**src/rtl/bcd_pkg.sv**
```systemverilog
// bcd_pkg: shared seven-segment glyphs and display polarity constants
// Segment order is {g,f,e,d,c,b,a}; every glyph is active-low.
package bcd_pkg;
    localparam logic SEG_ON  = 1'b0;
    localparam logic SEG_OFF = 1'b1;
    localparam logic AN_ON   = 1'b0;
    localparam logic AN_OFF  = 1'b1;
    localparam logic [6:0] SEG_0     = 7'b1000000;
    localparam logic [6:0] SEG_1     = 7'b1111001;
    localparam logic [6:0] SEG_2     = 7'b0100100;
    localparam logic [6:0] SEG_3     = 7'b0110000;
    localparam logic [6:0] SEG_4     = 7'b0011001;
    localparam logic [6:0] SEG_5     = 7'b0010010;
    localparam logic [6:0] SEG_6     = 7'b0000010;
    localparam logic [6:0] SEG_7     = 7'b1111000;
    localparam logic [6:0] SEG_8     = 7'b0000000;
    localparam logic [6:0] SEG_9     = 7'b0010000;
    localparam logic [6:0] SEG_DASH  = 7'b0111111;
    localparam logic [6:0] SEG_BLANK = 7'b1111111;
endpackage

```
**src/rtl/bcd_to_seg.sv**
```systemverilog
// bcd_to_seg: combinational BCD to active-low seven-segment decoder
// i_bcd : 4-bit code; 10..15 decode to a dash
// o_seg : active-low segments, o_seg[0]=a .. o_seg[6]=g
module bcd_to_seg
    import bcd_pkg::*;
(
    input  logic [3:0] i_bcd,
    output logic [6:0] o_seg
);
    always_comb begin
        case (i_bcd)
            4'd0:    o_seg = SEG_0;
            4'd1:    o_seg = SEG_1;
            4'd2:    o_seg = SEG_2;
            4'd3:    o_seg = SEG_3;
            4'd4:    o_seg = SEG_4;
            4'd5:    o_seg = SEG_5;
            4'd6:    o_seg = SEG_6;
            4'd7:    o_seg = SEG_7;
            4'd8:    o_seg = SEG_8;
            4'd9:    o_seg = SEG_9;
            default: o_seg = SEG_DASH;
        endcase
    end
endmodule

```
**src/rtl/bcd_seg_scan.sv**
```systemverilog
// bcd_seg_scan: time-multiplexed seven-segment driver with per-frame snapshot
// clk, clr (async active-high) ; enable gates all state
// digits/dp_in : BCD nibbles and decimal points, captured once per frame
// blank_lz     : leading-zero blanking enable
// seg/dp/an    : registered active-low display drive ; frame : snapshot pulse
module bcd_seg_scan
    import bcd_pkg::*;
#(
    parameter int DIGITS   = 4,
    parameter int PRESCALE = 100000
) (
    input  logic                clk,
    input  logic                clr,
    input  logic                enable,
    input  logic [4*DIGITS-1:0] digits,
    input  logic [DIGITS-1:0]   dp_in,
    input  logic                blank_lz,
    output logic [6:0]          seg,
    output logic                dp,
    output logic [DIGITS-1:0]   an,
    output logic                frame
);
    localparam int PW = $clog2(PRESCALE);
    localparam int IW = $clog2(DIGITS);

    logic [PW-1:0]       r_pcnt;
    logic [IW-1:0]       r_idx;
    logic [4*DIGITS-1:0] r_snap;
    logic [DIGITS-1:0]   r_dp_snap;
    logic                r_primed;
    logic [6:0]          r_seg;
    logic                r_dp;
    logic [DIGITS-1:0]   r_an;
    logic                r_frame;

    logic                w_tick;
    logic                w_wrap;
    logic                w_load;
    logic [3:0]          w_nib;
    logic [6:0]          w_seg;
    logic [DIGITS-1:0]   w_lz;
    logic                w_blank;
    logic [DIGITS-1:0]   w_an;

    assign w_tick  = r_pcnt == PW'(PRESCALE - 1);
    assign w_wrap  = w_tick && r_idx == IW'(DIGITS - 1);
    assign w_load  = !r_primed || w_wrap;
    assign w_nib   = r_snap[{r_idx, 2'b00} +: 4];
    assign w_blank = blank_lz && r_idx != '0 && w_lz[r_idx];
    assign w_an    = ~(DIGITS'(1) << r_idx);

    // w_lz[k]: snapshot positions k and above are all zero
    always_comb begin
        logic w_run;
        w_run = 1'b1;
        w_lz  = '0;
        for (int k = DIGITS - 1; k >= 0; k--) begin
            w_run   = w_run && r_snap[4*k +: 4] == 4'd0;
            w_lz[k] = w_run;
        end
    end

    bcd_to_seg u_dec (
        .i_bcd (w_nib),
        .o_seg (w_seg)
    );

    // The priming edge only captures the snapshot; counting starts on the
    // next edge so position 0 gets its full PRESCALE cycles on screen.
    always_ff @(posedge clk or posedge clr) begin
        if (clr) begin
            r_pcnt    <= '0;
            r_idx     <= '0;
            r_snap    <= '0;
            r_dp_snap <= '0;
            r_primed  <= 1'b0;
            r_seg     <= SEG_BLANK;
            r_dp      <= SEG_OFF;
            r_an      <= {DIGITS{AN_OFF}};
            r_frame   <= 1'b0;
        end else begin
            r_frame <= enable && w_load;
            if (enable) begin
                r_primed <= 1'b1;
                if (w_load) begin
                    r_snap    <= digits;
                    r_dp_snap <= dp_in;
                end
                if (r_primed) begin
                    r_pcnt <= w_tick ? '0 : r_pcnt + 1'b1;
                    if (w_tick)
                        r_idx <= w_wrap ? '0 : r_idx + 1'b1;
                    r_seg <= w_blank ? SEG_BLANK : w_seg;
                    r_dp  <= (w_blank || !r_dp_snap[r_idx]) ? SEG_OFF : SEG_ON;
                    r_an  <= w_an;
                end
            end
        end
    end

    assign seg   = r_seg;
    assign dp    = r_dp;
    assign an    = r_an;
    assign frame = r_frame;
endmodule
```
**config.mk**
```make
export PLATFORM = sky130hd
export DESIGN_NAME = bcd_seg_scan
export DESIGN_NICKNAME = d
export VERILOG_FILES = /design/src/rtl/bcd_pkg.sv /design/src/rtl/bcd_to_seg.sv /design/src/rtl/bcd_seg_scan.sv
export SDC_FILE = /design/constraint.sdc
export NUM_CORES = 1
export LEC_CHECK = 0
export ABC_CLOCK_PERIOD_IN_PS = 2400
export CORE_ASPECT_RATIO = 0.9
export CORE_MARGIN = 4
export CORE_UTILIZATION = 40
export CTS_CLUSTER_SIZE = 8
export DETAILED_ROUTE_END_ITERATION = 10
export HOLD_SLACK_MARGIN = 0.1
export PLACE_DENSITY = 0.73
export SLEW_MARGIN = 0
export SYNTH_ARGS = -nofsm -noshare
export SYNTH_HDL_FRONTEND = slang
export SYNTH_SLANG_ARGS = --single-unit
```
**constraint.sdc**
```tcl
create_clock -name clk -period 2.4 [get_ports clk]
set_clock_uncertainty 0.05 [all_clocks]
set_input_delay 0.24 -clock clk [delete_from_list [all_inputs] [get_ports clk]]
set_output_delay 0.24 -clock clk [all_outputs]
set_load 0.005 [all_outputs]
```
# After elaboration in Yosys (flattened, before gate mapping)
# Memories as Yosys holds them, arrays and structs flattened.
# Index checks and enable logic that the tools add are counted.
# Widths: inputs -> output; s select.
[word_totals] word_cells=45 register_bits=53 output_inout_bits=13 mem_bits_ro=112 n_memories=1 input_bits=24
[memory_table] name="(name not given)" words=16 word_bits=7 read_ports=1 rd_ports_with_merged_regs=0 write_ports=0 line="bcd_to_seg.sv:11" text="case (i_bcd)"
[op_classes] eq_ne=2 n_lt_le_gt_ge=1 shift=2 reduce_logical=19 n_addsub=2 mux=8 bitwise=1
[op_table] operator="$add 17x1->17 const B" count=1
[op_table] operator="$eq 17x17->1 const B" count=1
[op_table] operator="$mux 17" count=1
[op_table] operator="$logic_not 4->1" count=4
[op_table] operator="$shiftx 16x5->4" count=1
[op_table] operator="$logic_and 1x1->1" count=7
[op_table] operator="$mux 7" count=1
[op_table] operator="$bmux 1 s2" count=2
[op_table] operator="$not 4->4" count=1
[op_table] operator="$reduce_and 2->1" count=2
[op_table] operator="$shl 1x2->4 const A" count=1
[op_table] operator="$lt 2x3->1 const B" count=1
[op_table] operator="$mux 1" count=3
[op_table] operator="$reduce_and 3->1" count=1
[op_table] operator="$add 2x1->2 const B" count=1
[op_table] operator="$eq 2x2->1 const B" count=1
[op_table] operator="$logic_not 1->1" count=2
[op_table] operator="$logic_or 1x1->1" count=2
[op_table] operator="$mux 2" count=1
[op_table] operator="$reduce_bool 2->1" count=1

# Depth between registers and ports, before layout
[logic_depth] word_depth=9 mapped_depth=8 depth_no_buf=7

# Cells and area by module
# Synthesis repeated with hierarchy kept, for this count alone.
[unflattened] hier_cells=361 hier_area_um2=3342.0
[modules_own_cells] module="bcd_seg_scan" seq_area_each_um2=1341.3 cells_each=330 n_inst=1 area_per_inst_um2=3101.7
[modules_own_cells] module="bcd_to_seg" seq_area_each_um2=0.0 cells_each=31 n_inst=1 area_per_inst_um2=240.2

# Worst setup path after synthesis
# Ideal clock, no wire load.
[synth_path] path_type="register to register" from="register r_pcnt[11]" to="register r_dp_snap[0]" arrival_ns=2.144 n_path_buf=2 t_required_ns=2.225 period_less_slack_ns=2.319 setup_ns=0.125 path_slack_ns=0.081 stages_incl_launch_ff=8 path_cell_list="dfrtp_1 or4_1 or4_1 buf_2 o21ai_2 nand2_2 buf_6 mux2_4"
[synth_between] elab_chain_len=4
[synth_lines] element="start, declared" line="bcd_seg_scan.sv:26" text="logic [PW-1:0] r_pcnt;"
[synth_lines] element="start signal, assigned" line="bcd_seg_scan.sv:90" text="r_pcnt <= w_tick ? '0 : r_pcnt + 1'b1;"
[synth_lines] element="$eq 17x17->1" line="bcd_seg_scan.sv:45" text="assign w_tick = r_pcnt == PW'(PRESCALE - 1);"
[synth_lines] element="$logic_and 1x1->1" line="bcd_seg_scan.sv:46" text="assign w_wrap = w_tick && r_idx == IW'(DIGITS - 1);"
[synth_lines] element="$logic_or 1x1->1" line="bcd_seg_scan.sv:47" text="assign w_load = !r_primed || w_wrap;"
[synth_lines] element="$reduce_and 2->1 (no line)"
[synth_lines] element="end signal, assigned" line="bcd_seg_scan.sv:87" text="r_dp_snap <= dp_in;"
[synth_lines] element="end, declared" line="bcd_seg_scan.sv:29" text="logic [DIGITS-1:0] r_dp_snap;"
# Every way passes these cells.
# A chain may end at the register's enable or synchronous reset.

# Final worst setup path
[layout_path] from="register r_pcnt[11]" to="register r_snap[14]"
[layout_between] elab_chain_len=4
[layout_lines] element="$eq 17x17->1" line="bcd_seg_scan.sv:45"
[layout_lines] element="$logic_and 1x1->1" line="bcd_seg_scan.sv:46"
[layout_lines] element="$logic_or 1x1->1" line="bcd_seg_scan.sv:47"
[layout_lines] element="$reduce_and 2->1 (no line)"
[layout_lines] element="end signal, assigned" line="bcd_seg_scan.sv:86" text="r_snap <= digits;"
[layout_lines] element="end, declared" line="bcd_seg_scan.sv:28" text="logic [4*DIGITS-1:0] r_snap;"
# Every way passes these cells.

==> impl_results.md <==
* Slew Viols, Final at 0
* I/O pins at 37
* Antenna Nets Post-Route at 0
* #FFs+latches synth at 53
* Initial antenna violation count at 0
* Minimum clock period at 2.33 ns
* Clock root cell: clkbuf_8
* Post-synth EDFFs at 0
* Syn nets at ~250
* Total global routing overflow at 0
* Setup crit start kind: register
* Top fanout value on the critical path at 21
* LEAKAGE at 1.52 nW
* Critical path required time at 2.55 ns
* First-pass GRT wire length at 8510 microns
* Status: finished clean
* DR pass1 iterations at 4
* Setup Fix Bufs, Post-CTS at 0
* Peak Freq at 429 MHz
* RSZ-0062 raised after global routing: false
* CP cell instances: or4_1 -> or4_1 -> o21ai_2 -> nand2_2 -> buf_12 -> mux2_4
* Port Buffers at 36
* Via count at 1791
* Ys Warns at 0
* Synth Area per Inst at 12.0 sq um
* Clock Latency Late Sink at between 0.3 and 0.4 ns
* Vias per std cell at 5.05
* Routed WL at 5130 microns
* Fillers at 542
* Hold buffer count at cts at 0
* Cells after Synth at 218
* Synthesis-to-layout area growth at 24.5%
* Most frequent CP cell: or4_1
* Ant diodes at 0
* Period utilisation layout at 97.0%
* FFs w/ async S/R, synth at 100%
* Flop2flop setup slack at 0.07 ns
* Routability Congestion at 0.795
* Clock buffer depth at 2
* Register area share after synthesis at 51.1%
* Die Span X at between 90 and 100 microns
* Element type at the critical path end: register
* Core area at 6250 sq um
* Kind of critical path: register to register
* Gr usage total at between 10% and 20%
* Number of global-route vias before repair at 1727
* Die height at 84.8 microns
* Reg2Reg Capture Point: r_snap[14]
* Starting density of the core at 42.0%
* Die ar. at slightly below 8000 sq um
* Crit path largest cell delay at 0.54 ns
* Peak supply drop at 0.000331 V
* PostCTS Resize Cnt at 0
* Final net count at approximately 300
* # setup viols final at 0
* WL/cell at around 14 microns
* Clock sink count at 53
* Measured slew at the worst slew-check pin at between 0.4 and 0.5 ns
* R2R depth at 6
* HP Class: input port to asynchronous set/reset pin
* Cell area after synthesis at 2620 sq um
* Share of cells above drive strength 1 at 23.1%
* H-tree Lvls at 2
* Critical path arrival at 2.47 ns
* CTS tree: done
* Post-DP HPWL at roughly 3900 microns
* Site row count at 27
* Pwr per Cell Area at between 600 and 700 nW/um^2
* CTS buffer count at 5
* Post-synth top area cell: dfrtp_1
* CTS clk-pin slew, worst paths at 0.09 ns
* Final setup TNS at 0 ns
* Synth area leaders: dfrtp_1 39%, dfstp_2 12%, mux2_4 11%
* Largest net degree at the start of global routing at 32
* Relative slew slack at 67.2%
* Reg2reg start: r_pcnt[11]
* Final Hold Fails at 0
* Unique masters post-synth at 40
* Worst hold slack at 0.223 ns
* DRC Markers at 0
* Max Cap Viol at 0
* Slowest-stage cell, CP: or4_1
* Initial DRC Count at between 80 and 90
* Synth top area share at roughly two fifths
* Ys flop type: dfrtp_1
-- critical path: cells and delay by family (launching register included) --
family / cells / cell delay (ns)
AOI/OAI and AO/OA: 1 / 0.15
buffers and inverters: 1 / 0.18
DFF: 1 / 0.38
and+or+nand+nor: 3 / 1.15
muxes: 1 / 0.31
-- cell usage after synthesis (5+ instances only) --
library cell	number
mux2_4	19
xnor2_1	7
a21oi_1	9
inv_1	8
ha_1	10
o21ai_0	12
o22a_1	6
dfstp_2	12
nand3_1	6
dfrtp_1	41
nand2_1	22
nor2_1	7
clkbuf_1	5
-- logic make-up (layout without fill, tap and decap cells) --
logic type,Yosys count,after routing,share of synthesized area (%)
AOI/OAI and AO/OA,32,32,7.59
muxes,29,29,16.7
buffers and inverters,16,66,2.91
adders and majority gates,10,10,4.77
xor gates and xnor gates,10,10,3.34
DFF,53,53,51.1
and+or+nand+nor,68,68,13.5
-- per-layer routing --
| layer | GRT usage (%) | wire length (microns) |
|---|---|---|
| met2 | 20.3 | 2290 |
| met3 | 2.57 | 170 |
| met1 | 19.6 | 2590 |
| met5 | 0 | 0 |
| met4 | 5.59 | 82 |
-- how the worst max path moves through the flow --
| stage | start | end | slack [ns] | depth (start not counted) |
|---|---|---|---|---|
| after floorplan | r_pcnt[11] | r_dp_snap[0] | 0.08 | 7 |
| after global placement | r_pcnt[6] | r_snap[7] | 0.11 | 6 |
| after detailed placement | r_pcnt[8] | r_snap[14] | 0.08 | 6 |
| after CTS | r_pcnt[11] | r_snap[14] | 0.07 | 6 |
| after global routing | r_pcnt[11] | r_dp_snap[3] | 0.02 | 6 |
| final | r_pcnt[11] | r_snap[14] | 0.07 | 6 |
-- report_power, final --
group	switching (W)	leakage [nW]	internal (W)
Clock	0.000283	0.0455	0.000236
Combinational	0.000134	0.819	0.000213
Sequential	0.0000880	0.656	0.00101
Total	0.000505	1.52	0.00146
-- flip-flops by register name (all words and copies together) (netlist names) --
register   cells
r_dp_snap      4
an             4
r_idx          2
seg            7
r_primed       1
dp             1
r_snap        16
r_pcnt        17
frame          1
-- layout by cell type, fill, tap and decap left out, types with 9 or more instances in the layout --
cell type	instances
dfstp_2	12
buf_4	12
nand2_1	22
o21ai_0	12
dfrtp_1	41
mux2_4	19
clkdlybuf4s50_1	36
a21oi_1	9
ha_1	10
-- area by class of cell --
class	instances	area [sq um]	share of cell area, %
Clock buffer	8	90.1	2.76
Inverter	8	30.0	0.920
Multi-Input combinational cell	149	1200	36.9
Sequential cell	53	1340	41.1
Tap cell	87	109	3.33
Timing Repair Buffer	50	490	15.0
-- metrics by stage --
stage / utilization, % / std cells / worst slack [ns] / instance area [sq um] / total power (W)
floorplan: - / 218 / 0.0812 / 2620 / 0.00129
global placement: 50.8 / 347 / 0.115 / 3180 / 0.00145
detailed placement: 50.8 / 347 / 0.0834 / 3180 / 0.00146
CTS: 52.3 / 355 / 0.0670 / 3270 / 0.00198
global route: 52.3 / 355 / 0.0189 / 3270 / 0.00206
finish: 52.3 / 355 / 0.0710 / 3270 / 0.00196
Note: power is estimated with default switching activity, not from simulation.
